### src/rtl/sd_serializer.sv
// Parallel-to-serial front end for the serial sequence detector.
// Streams WIDTH-bit words one bit per clock, with a one-word holding buffer so words run gap-free.
module sd_serializer #(
   parameter int unsigned WIDTH     = 8,
   parameter bit          MSB_FIRST = 1'b1,
   parameter logic        IDLE_BIT  = 1'b0
) (
   input  logic             clk,
   input  logic             reset,
   input  logic [WIDTH-1:0] in_data,
   input  logic             in_valid,
   output logic             in_ready,
   output logic             out_bit,
   output logic             out_valid,
   output logic             out_last,
   output logic             busy
);

   localparam int unsigned CntW = $clog2(WIDTH);

   typedef enum logic [0:0] {StIdle, StShift} state_e;

   state_e            state_q, state_d;
   logic [WIDTH-1:0]  shift_q, shift_d;
   logic [WIDTH-1:0]  hold_q, hold_d;
   logic              hold_valid_q, hold_valid_d;
   logic [CntW-1:0]   cnt_q, cnt_d;

   logic xfer;
   logic last;
   logic head;

   always_ff @(posedge clk or posedge reset) begin
      if (reset) begin
         state_q      <= StIdle;
         shift_q      <= '0;
         hold_q       <= '0;
         hold_valid_q <= 1'b0;
         cnt_q        <= '0;
      end else begin
         state_q      <= state_d;
         shift_q      <= shift_d;
         hold_q       <= hold_d;
         hold_valid_q <= hold_valid_d;
         cnt_q        <= cnt_d;
      end
   end

   // in_ready depends on registered state only, never on in_valid.
   assign in_ready = !hold_valid_q;
   assign xfer     = in_valid && in_ready;
   assign last     = (state_q == StShift) && (cnt_q == CntW'(WIDTH - 1));
   assign head     = MSB_FIRST ? shift_q[WIDTH-1] : shift_q[0];

   always_comb begin
      state_d      = state_q;
      shift_d      = shift_q;
      hold_d       = hold_q;
      hold_valid_d = hold_valid_q;
      cnt_d        = cnt_q;

      unique case (state_q)
         StIdle: begin
            if (xfer) begin
               shift_d = in_data;
               cnt_d   = '0;
               state_d = StShift;
            end
         end
         StShift: begin
            if (!last) begin
               shift_d = MSB_FIRST ? {shift_q[WIDTH-2:0], 1'b0} : {1'b0, shift_q[WIDTH-1:1]};
               cnt_d   = cnt_q + CntW'(1);
               if (xfer) begin
                  hold_d       = in_data;
                  hold_valid_d = 1'b1;
               end
            end else if (hold_valid_q) begin
               // Held word moves first; in_ready rises the following cycle.
               shift_d      = hold_q;
               hold_valid_d = 1'b0;
               cnt_d        = '0;
            end else if (xfer) begin
               shift_d = in_data;
               cnt_d   = '0;
            end else begin
               shift_d = '0;
               cnt_d   = '0;
               state_d = StIdle;
            end
         end
         default: state_d = StIdle;
      endcase
   end

   always_comb begin
      out_valid = (state_q == StShift);
      out_last  = last;
      out_bit   = out_valid ? head : IDLE_BIT;
      busy      = out_valid || hold_valid_q;
   end

endmodule

### config.mk
export PLATFORM = sky130hd
export DESIGN_NAME = sd_serializer
export DESIGN_NICKNAME = d
export VERILOG_FILES = /design/src/rtl/sd_serializer.sv
export SDC_FILE = /design/constraint.sdc
export NUM_CORES = 1
export LEC_CHECK = 0
export CAP_MARGIN = 0
export CORE_ASPECT_RATIO = 0.9
export CORE_MARGIN = 10
export CORE_UTILIZATION = 45
export DETAILED_ROUTE_END_ITERATION = 8
export PLACE_DENSITY = 0.7
export SYNTH_ARGS = -nofsm -noshare
export SYNTH_HDL_FRONTEND = slang
export SYNTH_SLANG_ARGS = --single-unit
export TNS_END_PERCENT = 1
### constraint.sdc
create_clock -name clk -period 1.5 [get_ports clk]
set_input_delay 0.3 -clock clk [delete_from_list [all_inputs] [get_ports clk]]
set_output_delay 0.3 -clock clk [all_outputs]
set_load 0.005 [all_outputs]
==> results.cfg, run 1 <==
[floorplan]
coreArea_um2 = 2450
die_area_um2 = 4960
fp.dieH_um = 67.8
start_util = 0.467
die_w_um = 73.1
num_rows = 17
num_io_pins = 16

[route]
routed_wl_um = 2960
vias_per_cell = 5.48
wl_per_cell_um = 16.6
drtIter0Drc = 101
vias = 976
first_pass_iters = 4
post-route-drc-count = 0
antenna_left = 0

[place]
port-buffer-count = 15
place_ws_ns = -0.180
numPlacedInstances = 169
dp_hpwl_um = 2020
gp_congestion = 0.817
dpl_cell_area_um2 = 1450

[yosys]
synth_commonest_cells = dfrtp_1, nand2_1, nor2_1
synth-edff-count = 0
synth.distinct_cells = 27
synth-xor-area-share = 0
ys_warn_count = 0
synth_adder_area_share = 0.0219
dominantRegCellSynth = dfrtp_1
syn_area_per_cell_um2 = 9.85
synth_mux_area_frac = 0.105
synthArstFlopShare = 1.00
synth_top_family_by_area = simple AND/OR/NAND/NOR gates
synth-simple-area-share = 0.205
synth_area_leaders = dfrtp_1, nand2_1, mux2_2
synth_top_area_cell = dfrtp_1
synth_most_common_cell = dfrtp_1
synth_compound_area_frac = 0.141
syn_inst = 116
ys_seq_area_frac = 0.460
netlist_area_um2 = 1140
syn_nets = 129
ys_ff_latch = 21
synth_top_area_frac = 0.460

[finish]
antennaDiodeCount = 0
layout.nets = 164
drive_above_1_share = 0.373
design_area_um2 = 1590
finalNonFillerCells = 178
syn_to_final_growth_pct = 39.0

[setup_path]
crit_type = flop to flop
critPathRequiredTime_ns = 1.70
end_kind = flop
worstPathArrival_ns = 1.86
cp_max_fo = 8
cp-start-kind = flop

[pwr]
p_total_mw = 3.21
p_leak_nw = 0.749
peakVddDrop_uv = 1350
power.density_nw_per_um2 = 2020

[grt]
track_usage = 0.128
antenna_found_initial = 0
grt_pass1_vias = 1052
grt_start_max_net_pins = 22
grt-ovfl-total = 0
grt_pass1_wl_um = 5020

[timing]
finalSetupTns_ns = -1.29
grt_setup_unrepaired = true
slew_viol_final = 0
fin_crit_sh = 1.11
clock_skew_ns = 0.0157
setup_viol = 10
tightest_slew_ns = 0.275
slew_headroom = 0.817
period_needed_ns = 1.66
hold_violations = 0
setup_slack_ns = -0.162
fmax_mhz = 602

[run_status]
violations = negative setup slack
status = finished, violations left

[clock_tree]
cts_tree = yes
cts.sinks = 21
cts-buffers-inserted = 3
path_clk_slew_ns = 0.13
holdBufCountCts = 0
cts_buffer_depth = 2
htreeDepth = 1
insertion_delay_ns = 0.32
cts_root_buffer = clkbuf_4

[hold_path]
hold_class = input pin to async pin

[job]
maxCapViolations = 0
-- registers in the layout, summed over array words and instances, names as in the netlist --
name,flops
cnt_q,3
hold_q,8
hold_valid_q,1
out_valid,1
shift_q,8
-- metal layers --
layer / global-route usage / vias to the layer above / share of wire
met3: 0.0381 / 4 / 0.053
li1: - / 467 / -
met2: 0.215 / 29 / 0.52
met1: 0.155 / 476 / 0.42
met4: 0.0332 / 0 / 0.0071
met5: 0 / - / 0
-- layout make-up --
cell class                 count  area (um^2)
clock buffer                   4         26.3
fill                         188          858
inverter                       5         23.8
multi-input combinational     84          653
sequential                    21          527
tap                           28         35.0
timing repair buffer          36          323
-- worst max-delay path: stages, from the launching register on --
cell	delay (ns)
dfrtp_1	0.40
ha_2	0.21
ha_4	0.18
buf_12	0.12
inv_6	0.05
nand2_4	0.06
nor2_8	0.21
mux2_4	0.33
-- where the power goes --
group	leakage (nW)	switching [mW]	total, mW	internal, mW
Sequential	0.252	0.174	1.02	0.844
Clock	0.0150	0.180	0.284	0.104
Combinational	0.483	0.864	1.91	1.05
-- cell families after synthesis --
group,Yosys count
compound gates,24
fa+ha+maj,2
buf+inv,11
flops,21
mux,11
simple gates,47
-- through the flow --
stage	util	hold slack, ns
2_1_floorplan	-	0.277
4_1_cts	0.632	0.302
3_5_place_dp	0.593	0.493
3_3_place_gp	0.593	0.490
5_1_grt	0.649	0.304
6_report	0.649	0.293
-- cell usage in the layout, fill, tap and decap left out, types with 4 or more instances in the layout --
cell / synthesis / layout
buf_4: 0 / 18
nand2_1: 19 / 18
o22ai_1: 4 / 4
nand2b_1: 4 / 4
clkdlybuf4s50_1: 0 / 10
dfrtp_1: 21 / 20
nor2_1: 13 / 12
mux2_4: 0 / 8
a2bb2oi_2: 0 / 4
-- path summary, 6_finish.rpt --
check                      cells past startpoint  startpoint  slack [ns]      endpoint
max                                            7    cnt_q[0]       -0.16     hold_q[2]
min                                            3       reset        0.29  hold_valid_q
max reg2reg                                    7    cnt_q[0]       -0.16     hold_q[2]
min reg2reg                                    1   hold_q[4]        0.52     hold_q[4]
max in group asynchronous                      3       reset        0.97     hold_q[4]
min in group clk                               1   hold_q[4]        0.52     hold_q[4]
-- what timing repair did --
action	4_1_cts	5_1_grt
endpoints found under the hold margin	0	0
endpoints found under the setup margin	15	19
resized for setup	22	13
buffers inserted	5	0
pin swaps	3	1
(Power assumes the default switching activity.)
==> run 2, diff against run 1 <==
--- a/config.mk
+++ b/config.mk
@@ -9,6 +9,7 @@
 export CORE_ASPECT_RATIO = 0.9
 export CORE_MARGIN = 10
 export CORE_UTILIZATION = 45
+export CTS_BUF_LIST = sky130_fd_sc_hd__clkbuf_4 sky130_fd_sc_hd__clkbuf_8
 export DETAILED_ROUTE_END_ITERATION = 8
 export PLACE_DENSITY = 0.7
 export SYNTH_ARGS = -nofsm -noshare
==> run 2 against run 1 <==
Effect of this change:
- the run still ends with negative setup slack left
- total power fell by 0.48%
- cell count stayed put
- cell area fell by 0.71%
- clock power up 7.0%
- routed wire length rose by 1.3%
- global-route usage grew 0.15 points
- sequential share of layout area up 0.24 points
- hold slack worse by 0.0022 ns
- critical endpoint unchanged
==> results.cfg, run 2 (synthesis gave the netlist of run 1 again) <==
[place]
port-buffer-count = 15
dpl_cell_area_um2 = 1450
numPlacedInstances = 169
dp_hpwl_um = 2020
gp_congestion = 0.817

[clock_tree]
cts_buffer_depth = 2
cts-buffers-inserted = 3
insertion_delay_ns = 0.32
path_clk_slew_ns = 0.13
cts.sinks = 21
holdBufCountCts = 0
htreeDepth = 1
cts_tree = yes
cts_root_buffer = clkbuf_4

[job]
maxCapViolations = 0

[route]
routed_wl_um = 3000
first_pass_iters = 4
vias_per_cell = 5.49
drtIter0Drc = 104
antenna_left = 0
vias = 978
wl_per_cell_um = 16.8
post-route-drc-count = 0

[timing]
clock_skew_ns = 0.0178
fin_crit_sh = 1.11
tightest_slew_ns = 0.274
hold_violations = 0
grt_setup_unrepaired = true
setup_viol = 10
period_needed_ns = 1.66
slew_headroom = 0.817
finalSetupTns_ns = -1.27
slew_viol_final = 0
setup_slack_ns = -0.162
fin_hold_ws_ns = 0.290
fmax_mhz = 602

[floorplan]
die_area_um2 = 4960
num_rows = 17
die_w_um = 73.1
start_util = 0.467
coreArea_um2 = 2450
num_io_pins = 16
fp.dieH_um = 67.8

[grt]
grt_start_max_net_pins = 22
grt-ovfl-total = 0
antenna_found_initial = 0
grt_pass1_wl_um = 5080
track_usage = 0.129
grt_pass1_vias = 1064

[finish]
largestRegisters = hold_q (8), shift_q (8), cnt_q (3)
design_area_um2 = 1580
layout.nets = 164
antennaDiodeCount = 0
drive_above_1_share = 0.360
fillCellCount = 196
regArea_um2 = 527
mostFrequentLayoutCell = dfrtp_1
finalNonFillerCells = 178
syn_to_final_growth_pct = 38.0
multi_input_area_um2 = 638
final_cell_mix = dfrtp_1, nand2_1, buf_4

[setup_path]
critPathRequiredTime_ns = 1.70
crit_type = flop to flop
reg2reg_from = cnt_q[0]
crit_chain = ha_2, ha_4, buf_12, inv_6, nand2_4, nor2_8, mux2_4
cp-start-kind = flop
rrSetupSlack_ns = -0.16
cp-endpoint = hold_q[2]
startpoint = cnt_q[0]
worstPathArrival_ns = 1.86
reg2regPathDepth = 7
timing.rr.end = hold_q[2]
slowest_delay_ns = 0.40
cp_max_fo = 8
slowest_stage = dfrtp_1
end_kind = flop

[run_status]
status = finished, violations left
violations = negative setup slack

[pwr]
p_leak_nw = 0.751
peakVddDrop_uv = 1310
power.density_nw_per_um2 = 2030

[hold_path]
hold_class = input pin to async pin
-- run 2: cell types whose count changed in the layout (fill, tap and decap cells not counted) --
cell,delta
clkbuf_1,-1
a2bb2oi_2,-1
a21boi_2,-1
a2bb2oi_1,+1
nor3_2,-1
nor3_1,+1
clkbuf_4,+1
a21boi_1,+1
-- run 2: metrics by stage --
step / worst slack (ns) / power [mW] / util
final: -0.162 / 3.20 / 0.645
after global routing: -0.209 / 3.44 / 0.645
after CTS: -0.163 / 3.11 / 0.634
after detailed placement: -0.180 / 2.65 / 0.593
after global placement: -0.172 / 2.59 / 0.593
after floorplan: -0.0944 / 2.09 / -
-- run 2: layout make-up --
type,instances,area share
Multi-Input combinational cell,84,0.405
Inverter,5,0.0151
Sequential cell,21,0.334
Tap cell,28,0.0222
Clock buffer,4,0.0190
Timing Repair Buffer,36,0.205
-- run 2: timing repair --
item                       in CTS  in global routing
hold endpoints to repair        0                  0
pin swaps                       3                  1
resized for setup              22                 10
setup endpoints to repair      15                 19
buffers inserted                5                  0
-- run 2: power by group --
part | internal (mW) | switching, mW
Sequential | 0.844 | 0.169
Combinational | 1.03 | 0.856
Clock | 0.122 | 0.181
-- run 2: critical path, delay by kind of cell (launching register included) --
kind | cells | cell delay [ns]
fa+ha+maj | 2 | 0.39
buf+inv | 2 | 0.17
flops | 1 | 0.40
mux | 1 | 0.33
simple gates | 2 | 0.27
-- run 2: routing by layer --
metal / GRT usage / share of wire / up-vias
li1: - / - / 466
met1: 0.154 / 0.42 / 487
met2: 0.221 / 0.53 / 23
met3: 0.0381 / 0.046 / 2
met4: 0.0355 / 0.0047 / 0
met5: 0 / 0 / -
-- run 2: worst min path at each step --
stage | end | slack [ns]
global route | hold_valid_q | 0.30
finish | hold_q[0] | 0.29
CTS | hold_valid_q | 0.30
global placement | shift_q[0] | 0.49
floorplan | cnt_q[0] | 0.28
detailed placement | hold_q[3] | 0.49
==> run 3, diff against run 2 <==
==> constraint.sdc (replaced) <==
create_clock -name clk -period 1.5 [get_ports clk]
set_input_delay 0.3 -clock clk [delete_from_list [all_inputs] [get_ports clk]]
set_output_delay 0.3 -clock clk [all_outputs]
set_load 0.05 [all_outputs]
==> run 3 against run 2 <==
Effect of this change:
- cell count decreased by 3.9%
- fmax decreased by 2.6%
- global-route usage decreased by 2.6 points
- cell area decreased by 3.3%
- clock power decreased by 6%
- first-iteration DRC count decreased by 32%
- routed wire length decreased by 19%
- register-to-register slack about the same
- the run still ends with negative setup slack left
==> results.cfg, run 3 (synthesis gave the netlist of run 1 again) <==
[clock_tree]
htreeDepth = 1
cts_root_buffer = clkbuf_4
cts-buffers-inserted = 3
cts.sinks = 21
holdBufCountCts = 0
path_clk_slew_ns = 0.11
cts_buffer_depth = 2
cts_tree = yes
insertion_delay_ns = 0.30

[pwr]
p_total_mw = 3.17
peakVddDrop_uv = 1420
p_leak_nw = 0.700
power.density_nw_per_um2 = 2080

[timing]
period_needed_ns = 1.71
grt_setup_unrepaired = true
setup_viol = 11
slew_viol_final = 0
tightest_slew_ns = 0.288
setup_slack_ns = -0.207
fin_crit_sh = 1.14
slew_headroom = 0.808
clock_skew_ns = 0.00474
fmax_mhz = 586
hold_violations = 0

[floorplan]
coreArea_um2 = 2450
die_w_um = 73.1
die_area_um2 = 4960
num_rows = 17
fp.dieH_um = 67.8
num_io_pins = 16
start_util = 0.467

[grt]
grt_use_met3 = 0.0381
grt_busiest_layer = met2
grt_pass1_vias = 965
grt-ovfl-total = 0
use_met1 = 0.112
grt_start_max_net_pins = 22
track_usage = 0.103
grt_pass1_wl_um = 4130
antenna_found_initial = 0
met2_usage = 0.178

[place]
gp_congestion = 0.749
dp_hpwl_um = 1830
port-buffer-count = 15

[setup_path]
end_kind = output port
slowest_stage = dfrtp_1
crit_type = flop to output port
cp_top_family = flip-flops
critPathRequiredTime_ns = 1.20
worstPathArrival_ns = 1.41
slowest_delay_ns = 0.41
crit_chain = ha_2, ha_4, nand2_4, clkinvlp_4, buf_12
cp_max_fo = 2
crit_buf_inv = 2
cp-start-kind = flop

[route]
wl_per_cell_um = 14.3
vias = 925
antenna_left = 0
routed_wl_um = 2440
post-route-drc-count = 0
vias_per_cell = 5.41
first_pass_iters = 4
drtIter0Drc = 71

[finish]
fillCellCount = 199
largestRegisters = hold_q (8), shift_q (8), cnt_q (3)
drive_above_1_share = 0.322
regArea_um2 = 527
final_cell_mix = dfrtp_1, nand2_1, buf_4
mostFrequentLayoutCell = dfrtp_1
multi_input_area_um2 = 602
fin_util = 0.623
syn_to_final_growth_pct = 33.4
layout.nets = 157
antennaDiodeCount = 0

[run_status]
violations = negative setup slack
status = finished, violations left

[hold_path]
hold_class = input pin to async pin

[job]
maxCapViolations = 0
[run 3: changes by cell type in the layout (fill, tap and decap cells not counted), sizes merged]
cell	change
buf	-3
clkdlybuf4s15	-2
clkbuf	-1
inv	-1
clkinvlp	+1
dlygate4sd2	-1
[run 3: worst reg2reg max path: stages, from the launching register on]
cell,delay [ns]
dfrtp_1,0.41
ha_2,0.20
ha_4,0.17
buf_4,0.14
inv_4,0.05
nand2_4,0.06
nor2_8,0.17
mux2_2,0.36
[run 3: stage by stage]
step	TNS [ns]	area (um^2)	hold WS, ns	setup WS (ns)	std cells
finish	-1.53	1520	0.313	-0.207	171
global route	-2.29	1520	0.322	-0.279	171
CTS	-1.65	1480	0.320	-0.228	170
detailed placement	-1.57	1420	0.477	-0.123	164
global placement	-1.20	1420	0.471	-0.0943	164
floorplan	-0.698	1160	0.276	-0.0869	116
[run 3: worst paths after layout]
| path | start | to | slack, ns | cells past startpoint |
|---|---|---|---|---|
| worst max register to register | cnt_q[1] | hold_q[0] | -0.17 | 7 |
| worst max-delay path | cnt_q[1] | out_last | -0.21 | 5 |
| min in group clk | hold_q[6] | hold_q[6] | 0.50 | 1 |
| worst min register to register | hold_q[6] | hold_q[6] | 0.50 | 1 |
| max in group asynchronous | reset | out_valid | 0.95 | 3 |
| worst min-delay path | reset | cnt_q[1] | 0.31 | 3 |
[run 3: report_power, final]
group | leakage [nW] | switching (mW) | total [mW] | internal, mW
clock network | 0.0184 | 0.166 | 0.287 | 0.122
logic | 0.430 | 0.893 | 1.83 | 0.935
registers | 0.252 | 0.213 | 1.06 | 0.843
[run 3: final cells by class]
type / instances / share of cell area
Clock buffer: 4 / 0.0197
Inverter: 5 / 0.0164
Multi-Input combinational cell: 84 / 0.395
Sequential cell: 21 / 0.346
Tap cell: 28 / 0.0230
Timing Repair Buffer: 29 / 0.200
[run 3: repair_timing]
action | in CTS | in global routing
pin swaps | 1 | 3
hold endpoints to repair | 0 | 0
buffers inserted | 2 | 1
setup endpoints to repair | 12 | 17
resized for setup | 3 | 7
[run 3: metal layers]
| layer | share of wire | up-vias |
|---|---|---|
| li1 | - | 451 |
| met1 | 0.46 | 455 |
| met2 | 0.48 | 17 |
| met3 | 0.049 | 2 |
| met4 | 0.0066 | 0 |
| met5 | 0 | - |
